### src/rtl/beat_pkg.sv
// Shared types and helpers for the beat-detection path: FSM states,
// magnitude width and the threshold ladder.
package beat_pkg;

    typedef enum logic [1:0] {
        IDLE,
        ARMED,
        HOLDOFF
    } state_t;

    localparam int THRESH_BASE_DEF = 2000;
    localparam int THRESH_STEP_DEF = 2000;

    // |dx|+|dy|+|dz| of DATA_W-bit samples always fits in DATA_W+2 bits.
    function automatic int mag_w(input int data_w);
        return data_w + 2;
    endfunction

    function automatic longint threshold(input int k, input longint base, input longint step);
        return base + longint'(k) * step;
    endfunction

endpackage

### src/rtl/tick_gen.sv
// Clock-enable divider: tick_o is high for one clk every CLK_HZ/TICK_HZ cycles,
// on the cycle the counter wraps. Shared by the beat, display and LED blocks.
module tick_gen #(
    parameter int CLK_HZ  = 50000000,
    parameter int TICK_HZ = 100
) (
    input  logic clk,
    input  logic rst_n,
    output logic tick_o
);

    localparam int PERIOD = CLK_HZ / TICK_HZ;
    localparam int CW     = $clog2(PERIOD);

    if (PERIOD < 4) begin : g_bad_period
        $error("tick_gen: CLK_HZ/TICK_HZ must be at least 4");
    end

    logic [CW-1:0] cnt_q, cnt_d;

    assign tick_o = (cnt_q == CW'(PERIOD - 1));

    always_comb begin
        cnt_d = tick_o ? '0 : cnt_q + CW'(1);
    end

    always_ff @(posedge clk or negedge rst_n) begin
        if (!rst_n) begin
            cnt_q <= '0;
        end else begin
            cnt_q <= cnt_d;
        end
    end

endmodule

### src/rtl/beat_detect_core.sv
// Accelerometer jerk-magnitude beat detector: stages samples, evaluates on a
// periodic tick through a 2-stage pipeline and fires graded beats with holdoff.
module beat_detect_core
    import beat_pkg::*;
#(
    parameter int DATA_W        = 16,
    parameter int CLK_HZ        = 50000000,
    parameter int TICK_HZ       = 100,
    parameter int INT_W         = 2,
    parameter int THRESH_BASE   = THRESH_BASE_DEF,
    parameter int THRESH_STEP   = THRESH_STEP_DEF,
    parameter int HOLDOFF_TICKS = 20
) (
    input  logic                          clk,
    input  logic                          rst_n,
    input  logic                          sample_valid,
    input  logic signed [DATA_W-1:0]      x_acc,
    input  logic signed [DATA_W-1:0]      y_acc,
    input  logic signed [DATA_W-1:0]      z_acc,
    output logic                          beat,
    output logic [INT_W-1:0]              beat_int,
    output logic [mag_w(DATA_W)-1:0]      magnitude,
    output logic                          busy_holdoff
);

    localparam int MW     = mag_w(DATA_W);
    localparam int LEVELS = 2 ** INT_W;
    localparam int CNT_W  = INT_W + 1;
    localparam int HW     = (HOLDOFF_TICKS > 0) ? $clog2(HOLDOFF_TICKS + 1) : 1;

    if (threshold(LEVELS - 1, THRESH_BASE, THRESH_STEP) >= (longint'(1) << MW)) begin : g_thr_ovf
        $error("beat_detect_core: threshold ladder overflows magnitude width");
    end

    function automatic logic [DATA_W-1:0] abs_diff(input logic signed [DATA_W-1:0] a,
                                                   input logic signed [DATA_W-1:0] b);
        logic signed [DATA_W:0] d;
        d = {a[DATA_W-1], a} - {b[DATA_W-1], b};
        return d[DATA_W] ? DATA_W'(-d) : DATA_W'(d);
    endfunction

    logic                     tick;
    logic signed [DATA_W-1:0] stg_x_q, stg_y_q, stg_z_q;
    logic signed [DATA_W-1:0] prev_x_q, prev_y_q, prev_z_q;
    logic                     fresh_q;
    logic [DATA_W-1:0]        ax_q, ay_q, az_q;
    logic                     s1_vld_q;
    logic [MW-1:0]            sum_c;
    logic [CNT_W-1:0]         met_c;
    state_t                   state_q, state_d;
    logic [HW-1:0]            hold_q, hold_d;
    logic                     beat_q, beat_d;
    logic [INT_W-1:0]         int_q, int_d;
    logic [MW-1:0]            mag_q, mag_d;

    tick_gen #(
        .CLK_HZ  (CLK_HZ),
        .TICK_HZ (TICK_HZ)
    ) u_tick (
        .clk    (clk),
        .rst_n  (rst_n),
        .tick_o (tick)
    );

    // Ladder is monotonic, so the count of met rungs gives intensity + 1.
    always_comb begin
        sum_c = MW'(ax_q) + MW'(ay_q) + MW'(az_q);
        met_c = '0;
        for (int k = 0; k < LEVELS; k++) begin
            if (sum_c >= MW'(threshold(k, THRESH_BASE, THRESH_STEP))) begin
                met_c = met_c + CNT_W'(1);
            end
        end
    end

    // Tick and stage-2 never share a cycle since the tick period is at least 4.
    always_comb begin
        state_d = state_q;
        hold_d  = hold_q;
        beat_d  = 1'b0;
        int_d   = int_q;
        mag_d   = mag_q;
        if (tick && state_q == HOLDOFF) begin
            if (hold_q == '0) begin
                state_d = ARMED;
            end else begin
                hold_d = hold_q - HW'(1);
            end
        end
        if (s1_vld_q) begin
            if (state_q == IDLE) begin
                state_d = ARMED;
            end else begin
                mag_d = sum_c;
                if (state_q == ARMED && met_c != '0) begin
                    beat_d = 1'b1;
                    int_d  = INT_W'(met_c - CNT_W'(1));
                    if (HOLDOFF_TICKS != 0) begin
                        state_d = HOLDOFF;
                        hold_d  = HW'(HOLDOFF_TICKS);
                    end
                end
            end
        end
    end

    always_ff @(posedge clk or negedge rst_n) begin
        if (!rst_n) begin
            stg_x_q  <= '0;
            stg_y_q  <= '0;
            stg_z_q  <= '0;
            prev_x_q <= '0;
            prev_y_q <= '0;
            prev_z_q <= '0;
            fresh_q  <= 1'b0;
            ax_q     <= '0;
            ay_q     <= '0;
            az_q     <= '0;
            s1_vld_q <= 1'b0;
            state_q  <= IDLE;
            hold_q   <= '0;
            beat_q   <= 1'b0;
            int_q    <= '0;
            mag_q    <= '0;
        end else begin
            if (sample_valid) begin
                stg_x_q <= x_acc;
                stg_y_q <= y_acc;
                stg_z_q <= z_acc;
            end
            fresh_q  <= sample_valid | (fresh_q & ~tick);
            s1_vld_q <= tick & fresh_q;
            if (tick && fresh_q) begin
                ax_q     <= abs_diff(stg_x_q, prev_x_q);
                ay_q     <= abs_diff(stg_y_q, prev_y_q);
                az_q     <= abs_diff(stg_z_q, prev_z_q);
                prev_x_q <= stg_x_q;
                prev_y_q <= stg_y_q;
                prev_z_q <= stg_z_q;
            end
            state_q <= state_d;
            hold_q  <= hold_d;
            beat_q  <= beat_d;
            int_q   <= int_d;
            mag_q   <= mag_d;
        end
    end

    assign beat         = beat_q;
    assign beat_int     = int_q;
    assign magnitude    = mag_q;
    assign busy_holdoff = (state_q == HOLDOFF);

endmodule

### config.mk
export PLATFORM = sky130hd
export DESIGN_NAME = beat_detect_core
export DESIGN_NICKNAME = d
export VERILOG_FILES = /design/src/rtl/beat_pkg.sv /design/src/rtl/tick_gen.sv /design/src/rtl/beat_detect_core.sv
export SDC_FILE = /design/constraint.sdc
export NUM_CORES = 1
export LEC_CHECK = 0
export ABC_AREA = 1
export CAP_MARGIN = 15
export CORE_ASPECT_RATIO = 0.7
export CORE_MARGIN = 10
export CORE_UTILIZATION = 65
export CTS_CLUSTER_SIZE = 16
export DETAILED_ROUTE_END_ITERATION = 12
export DONT_BUFFER_PORTS = 1
export GPL_ROUTABILITY_DRIVEN = 1
export GPL_TIMING_DRIVEN = 0
export PLACE_DENSITY = 0.8
export REMOVE_ABC_BUFFERS = 1
export SLEW_MARGIN = 20
export SYNTH_ARGS = -nofsm -noshare
export SYNTH_HDL_FRONTEND = slang
export SYNTH_HIERARCHICAL = 1
export SYNTH_SLANG_ARGS = --single-unit
export TNS_END_PERCENT = 1
### constraint.sdc
create_clock -name clk -period 7.05 [get_ports clk]
set_input_delay 1.41 -clock clk [delete_from_list [all_inputs] [get_ports clk]]
set_output_delay 1.41 -clock clk [all_outputs]
set_load 0.05 [all_outputs]
==> results of run 1 <==
cells in the mapped netlist (9+ instances only):
library cell / instances
clkbuf_1: 31
nand2_1: 550
inv_2: 9
nor2_2: 21
nand2_2: 19
o21ai_0: 158
fa_1: 20
nand3_1: 96
xnor2_1: 19
dfrtp_1: 193
ha_1: 74
inv_1: 253
nand3b_1: 28
xor2_1: 35
nor2_1: 125
a21oi_1: 65
nand4_1: 22
kinds of logic (layout without fill, tap and decap cells):
| logic type | after synthesis | count (layout) | share of synthesized area |
|---|---|---|---|
| buf+inv | 304 | 298 | 0.0874 |
| fa+ha+maj | 94 | 94 | 0.100 |
| flops | 193 | 193 | 0.365 |
| simple gates | 905 | 905 | 0.302 |
| compound gates | 260 | 260 | 0.105 |
| xor+xnor | 58 | 58 | 0.0406 |
final timing paths:
| check | to | slack (ns) | depth (start not counted) |
|---|---|---|---|
| setup / recovery | state_q[0] | 2.14 | 28 |
| hold / removal | u_tick/cnt_q[0] | 0.48 | 1 |
| hold reg to reg | u_tick/cnt_q[0] | 0.48 | 1 |
| setup reg to reg | state_q[0] | 2.14 | 28 |
| max in group asynchronous | ay_q[11] | 6.04 | 0 |
| min in group asynchronous | stg_x_q[0] | 0.66 | 0 |
metal layers:
| layer | up-vias | wire length [microns] | global-route usage |
|---|---|---|---|
| li1 | 5710 | - | - |
| met3 | 40 | 2030 | 0.0444 |
| met5 | - | 0 | 0 |
| met2 | 336 | 12500 | 0.336 |
| met1 | 5190 | 14700 | 0.338 |
| met4 | 0 | 446 | 0.0616 |
area by class of cell:
| cell class | count | area, sq um |
|---|---|---|
| Timing Repair Buffer | 2 | 47.5 |
| Multi-Input combinational cell | 1317 | 7270 |
| Fill cell | 1677 | 5790 |
| Tap cell | 270 | 338 |
| Clock inverter | 12 | 194 |
| Clock buffer | 20 | 447 |
| Sequential cell | 193 | 4830 |
| Inverter | 264 | 996 |
sequential cells by signal, indices dropped and copies added, names as in the netlist, 16 cells and up:
| signal | count |
|---|---|
| magnitude | 18 |
| az_q | 16 |
| ax_q | 16 |
| u_tick/cnt_q | 19 |
| stg_y_q | 16 |
| stg_z_q | 16 |
| prev_y_q | 16 |
| prev_x_q | 16 |
| prev_z_q | 16 |
| stg_x_q | 16 |
| ay_q | 16 |
per-stage QoR:
step / power [W] / cell area [sq um] / worst slack (ns) / instances / util
2_1_floorplan: 0.00156 / 13100 / 2.69 / 1774 / -
3_3_place_gp: 0.00165 / 13400 / 0.535 / 2044 / 0.674
3_5_place_dp: 0.00167 / 13500 / 2.27 / 2046 / 0.677
4_1_cts: 0.00274 / 14100 / 2.21 / 2078 / 0.709
5_1_grt: 0.00287 / 14100 / 1.78 / 2078 / 0.709
6_report: 0.00273 / 14100 / 2.14 / 2078 / 0.709
power breakdown:
group	internal, W	total (W)	switching (W)
Combinational	0.000179	0.000512	0.000333
Clock	0.000615	0.00107	0.000456
Sequential	0.00113	0.00115	0.0000164
==> flow_summary.json, run 1 <==
{
  "cts_tree": "built",
  "drive_above_1_share": 0.0686,
  "worst-path-buf-inv": 6,
  "dpl.hpwl_microns": 21900,
  "rsz0062_at_grt": "false",
  "peakVddDrop_uv": 169,
  "whs_ns": 0.482,
  "arrival_ns": 5.29,
  "synthArstFlopShare": 1.00,
  "routed_wl_microns": 29700,
  "antenna_found_initial": 0,
  "max_stage_delay_ns": 0.54,
  "htree_num_levels": 4,
  "final-hold-violation-count": 0,
  "antenna_cells": 0,
  "hold_class": "register to register",
  "post-route-min-period_ns": 4.91,
  "yosys-top-cells-area": "dfrtp_1, nand2_1, inv_1",
  "syn-cell-area_sq_um": 13200,
  "vias": 11300,
  "mostFrequentLayoutCells": "nand2_1, inv_1, dfrtp_1",
  "slew_headroom": 0.314,
  "numCtsBuffers": 17,
  "fin_skew_ns": 0.00685,
  "syn_inst": 1814,
  "core-area_sq_um": 19900,
  "slowest_stage": "fa_1",
  "crit_family": "adder cells",
  "synth_seq_cells": 193,
  "cp-start-kind": "register",
  "post_cts_resized": 0,
  "rows": 43,
  "drv_cap": 0,
  "first_pass_iters": 5,
  "synth-edff-count": 0,
  "grt_pass1_vias": 10900,
  "mostFrequentLayoutCell": "nand2_1",
  "port-buffer-count": 0,
  "place_congestion": 0.921,
  "status": "finished clean",
  "ios": 73,
  "regToRegStartpoint": "ay_q[1]",
  "synth_cell_types": 49,
  "finalSetupTns_ns": 0,
  "die_w_microns": 191,
  "period_share": 0.696,
  "fp.dieH_microns": 139,
  "grt_pass1_wl_microns": 51100,
  "crit_start": "ay_q[1]",
  "finalMaxSlewViolations": 0,
  "endpoint_kind": "register",
  "final_nets": 1940,
  "powerDensity_nw_per_um2": 193,
  "routedWlPerCell_microns": 14.3,
  "area_growth_pct": 6.58,
  "hold_buffers": 0,
  "setup-violations-final": 0,
  "worstPathMaxFanout": 6,
  "synth.avg_cell_area_sq_um": 7.30,
  "yosysWarnings": 6,
  "grt_max_degree": 194,
  "ys.flop_type": "dfrtp_1",
  "hold_path_startpoint": "u_tick/cnt_q[0]",
  "viasPerCell": 5.43,
  "ant_nets": 0,
  "p_leak_nw": 7.30,
  "clk_latency_ns": 0.45,
  "route.detailed.drc": 0,
  "path_class": "register to register",
  "postCtsSetupBuffers": 0,
  "drtIter0Drc": 909,
  "root_buffer": "clkbuf_16",
  "dieArea_sq_um": 26600,
  "yosysTopAreaCell": "dfrtp_1",
  "initial_core_util": 0.665,
  "required_ns": 7.43,
  "overflow": 0,
  "cts.clk_slew.worst_paths_ns": 0.07,
  "fmax_mhz": 204,
  "cts_max_path_buffers": 2,
  "path_common_cell": "inv_1",
  "grt_use_total": 0.229,
  "cts_sinks": 193,
  "ys_seq_area_frac": 0.365,
  "max_slew.worst_pin.slew_ns": 1.03,
  "synth_top_area_share": 0.365
}
No activity file was read; power rests on OpenSTA's default activity.
==> inputs of run 2 (changes only) <==
--- a/config.mk
+++ b/config.mk
@@ -9,13 +9,13 @@
 export CAP_MARGIN = 15
 export CORE_ASPECT_RATIO = 0.7
 export CORE_MARGIN = 10
-export CORE_UTILIZATION = 65
+export CORE_UTILIZATION = 59
 export CTS_CLUSTER_SIZE = 16
 export DETAILED_ROUTE_END_ITERATION = 12
 export DONT_BUFFER_PORTS = 1
 export GPL_ROUTABILITY_DRIVEN = 1
 export GPL_TIMING_DRIVEN = 0
-export PLACE_DENSITY = 0.8
+export PLACE_DENSITY = 0.77
 export REMOVE_ABC_BUFFERS = 1
 export SLEW_MARGIN = 20
 export SYNTH_ARGS = -nofsm -noshare
==> constraint.sdc (replaced) <==
create_clock -name clk -period 4.1 [get_ports clk]
set_input_delay 0.82 -clock clk [delete_from_list [all_inputs] [get_ports clk]]
set_output_delay 0.82 -clock clk [all_outputs]
set_load 0.05 [all_outputs]
==> run 2 against run 1 <==
  * The flow now finishes with violations (setup timing)
  * Sequential share of layout area decreased by 0.47 points
  * Register-to-register slack lost 2.4 ns
  * Total power rose by 66%
  * Fmax is 13% higher
  * Critical endpoint is now beat_int[0]
  * Global-route usage fell by 1.6 points
  * Flip-flop and latch count did not move
  * Clock power increased by 58%
  * Worst setup slack got worse by 2.4 ns
  * First-iteration DRC count decreased by 12%
  * Cell area rose by 1.4%
==> flow_summary.json, run 2 (same netlist as run 1, synthesis figures left out) <==
{
  "highest_layer": "met4",
  "p_leak_nw": 7.34,
  "cts.clk_slew.worst_paths_ns": 0.07,
  "drv_cap": 0,
  "grt_pass1_vias": 10800,
  "routed_wl_microns": 30100,
  "arrival_ns": 4.71,
  "dieArea_sq_um": 28900,
  "fin_skew_ns": 0.00853,
  "grt_pass1_wl_microns": 51500,
  "ant_nets": 0,
  "final_nets": 1954,
  "root_buffer": "clkbuf_16",
  "max_stage_delay_ns": 0.53,
  "largest-register": "u_tick/cnt_q",
  "finalWorstSetupSlack_ns": -0.229,
  "whs_ns": 0.0668,
  "drtIter0Drc": 801,
  "mostFrequentLayoutCells": "nand2_1, inv_1, dfrtp_1",
  "cp-start-kind": "register",
  "status": "finished with violations",
  "initial_core_util": 0.605,
  "place_congestion": 0.883,
  "hold_buffers": 0,
  "cts_tree": "built",
  "dpl.hpwl_microns": 22300,
  "first_pass_iters": 8,
  "peakVddDrop_uv": 309,
  "viasPerCell": 5.38,
  "required_ns": 4.48,
  "cts_max_path_buffers": 2,
  "antenna_cells": 0,
  "finalSetupTns_ns": -2.08,
  "port-buffer-count": 0,
  "clk_latency_ns": 0.44,
  "rsz0062_at_grt": "true",
  "overflow": 0,
  "ios": 73,
  "m1WireLength_microns": 15600,
  "endpoint_kind": "register",
  "dpl.cell_count": 2058,
  "cts_sinks": 193,
  "grt_use_total": 0.213,
  "slew_headroom": 0.317,
  "route.detailed.drc": 0,
  "area_growth_pct": 8.09,
  "numCtsBuffers": 17,
  "rows": 45,
  "powerDensity_nw_per_um2": 317,
  "dr_wl_met3_microns": 1780,
  "max_slew.worst_pin.slew_ns": 1.02,
  "finalMaxSlewViolations": 0,
  "antenna_found_initial": 0,
  "period_share": 1.06,
  "path_common_cell": "inv_2",
  "post-route-min-period_ns": 4.33,
  "grt_max_degree": 194,
  "instances_no_fill": 2104,
  "largest_reg_flops": 19,
  "worstPathMaxFanout": 6,
  "hold_class": "primary input to async pin",
  "slowest_stage": "fa_1",
  "met2WireLength_microns": 12400,
  "die_w_microns": 199,
  "mostFrequentLayoutCell": "nand2_1",
  "fmax_mhz": 231,
  "utilization": 0.654,
  "core-area_sq_um": 21900,
  "setup-violations-final": 10,
  "vias": 11300,
  "drive_above_1_share": 0.0911,
  "path_class": "register to register",
  "fp.dieH_microns": 145,
  "htree_num_levels": 4,
  "final-hold-violation-count": 0,
  "routedWlPerCell_microns": 14.3,
  "violations": "setup timing",
  "p_total_w": 0.00454
}
[run 2: cell count changes in the layout (fill, tap and decap cells not counted), sizes merged]
cell / change
clkbuf: +1
buf: +14
clkinv: +6
clkinvlp: -1
inv: -4
bufinv: -2
[run 2: path summary, 6_finish.rpt]
path                       slack, ns             from         endpoint  cells past startpoint
max                            -0.23          ay_q[1]      beat_int[0]                     28
min                             0.07            rst_n      prev_x_q[8]                      0
max reg2reg                    -0.23          ay_q[1]      beat_int[0]                     28
min reg2reg                     0.46  u_tick/cnt_q[0]  u_tick/cnt_q[0]                      1
max in group asynchronous       3.69            rst_n     prev_y_q[13]                      0
min in group clk                0.46  u_tick/cnt_q[0]  u_tick/cnt_q[0]                      1
[run 2: layer usage]
layer,vias to the layer above,GRT usage
met5,-,0
met4,0,0.0468
met3,30,0.0441
met1,5268,0.325
met2,268,0.300
li1,5751,-
[run 2: critical path: cells and delay by family, from the launching register on]
kind | cells | cell delay (ns)
buf+inv | 5 | 0.29
simple gates | 15 | 1.47
compound gates | 2 | 0.31
flops | 1 | 0.46
fa+ha+maj | 6 | 1.75
[run 2: final cells by class]
class                   count  area [sq um]
clock buffers              21           460
clock inverters            11           128
fillers                  1913          7580
inverters                 264           998
multi-input cells        1317          7390
flip-flops and latches    193          4830
well taps                 282           353
repair buffers             16           156
[run 2: metrics by stage]
stage,area [sq um],worst slack [ns]
CTS,14200,-0.226
floorplan,13100,-0.256
detailed placement,13500,-0.661
global placement,13400,-2.43
global route,14300,-0.477
finish,14300,-0.229
[run 2: what timing repair did]
action | 4_1_cts | 5_1_grt
gates resized for setup | 20 | 17
setup buffers | 9 | 5
endpoints found under the hold margin | 0 | 0
setup endpoints to repair | 10 | 10
pin swaps | 14 | 15
[run 2: power breakdown]
group	switching, W	total, W	internal [W]
Combinational	0.000567	0.000874	0.000307
Clock	0.000753	0.00169	0.000937
Sequential	0.0000273	0.00197	0.00195
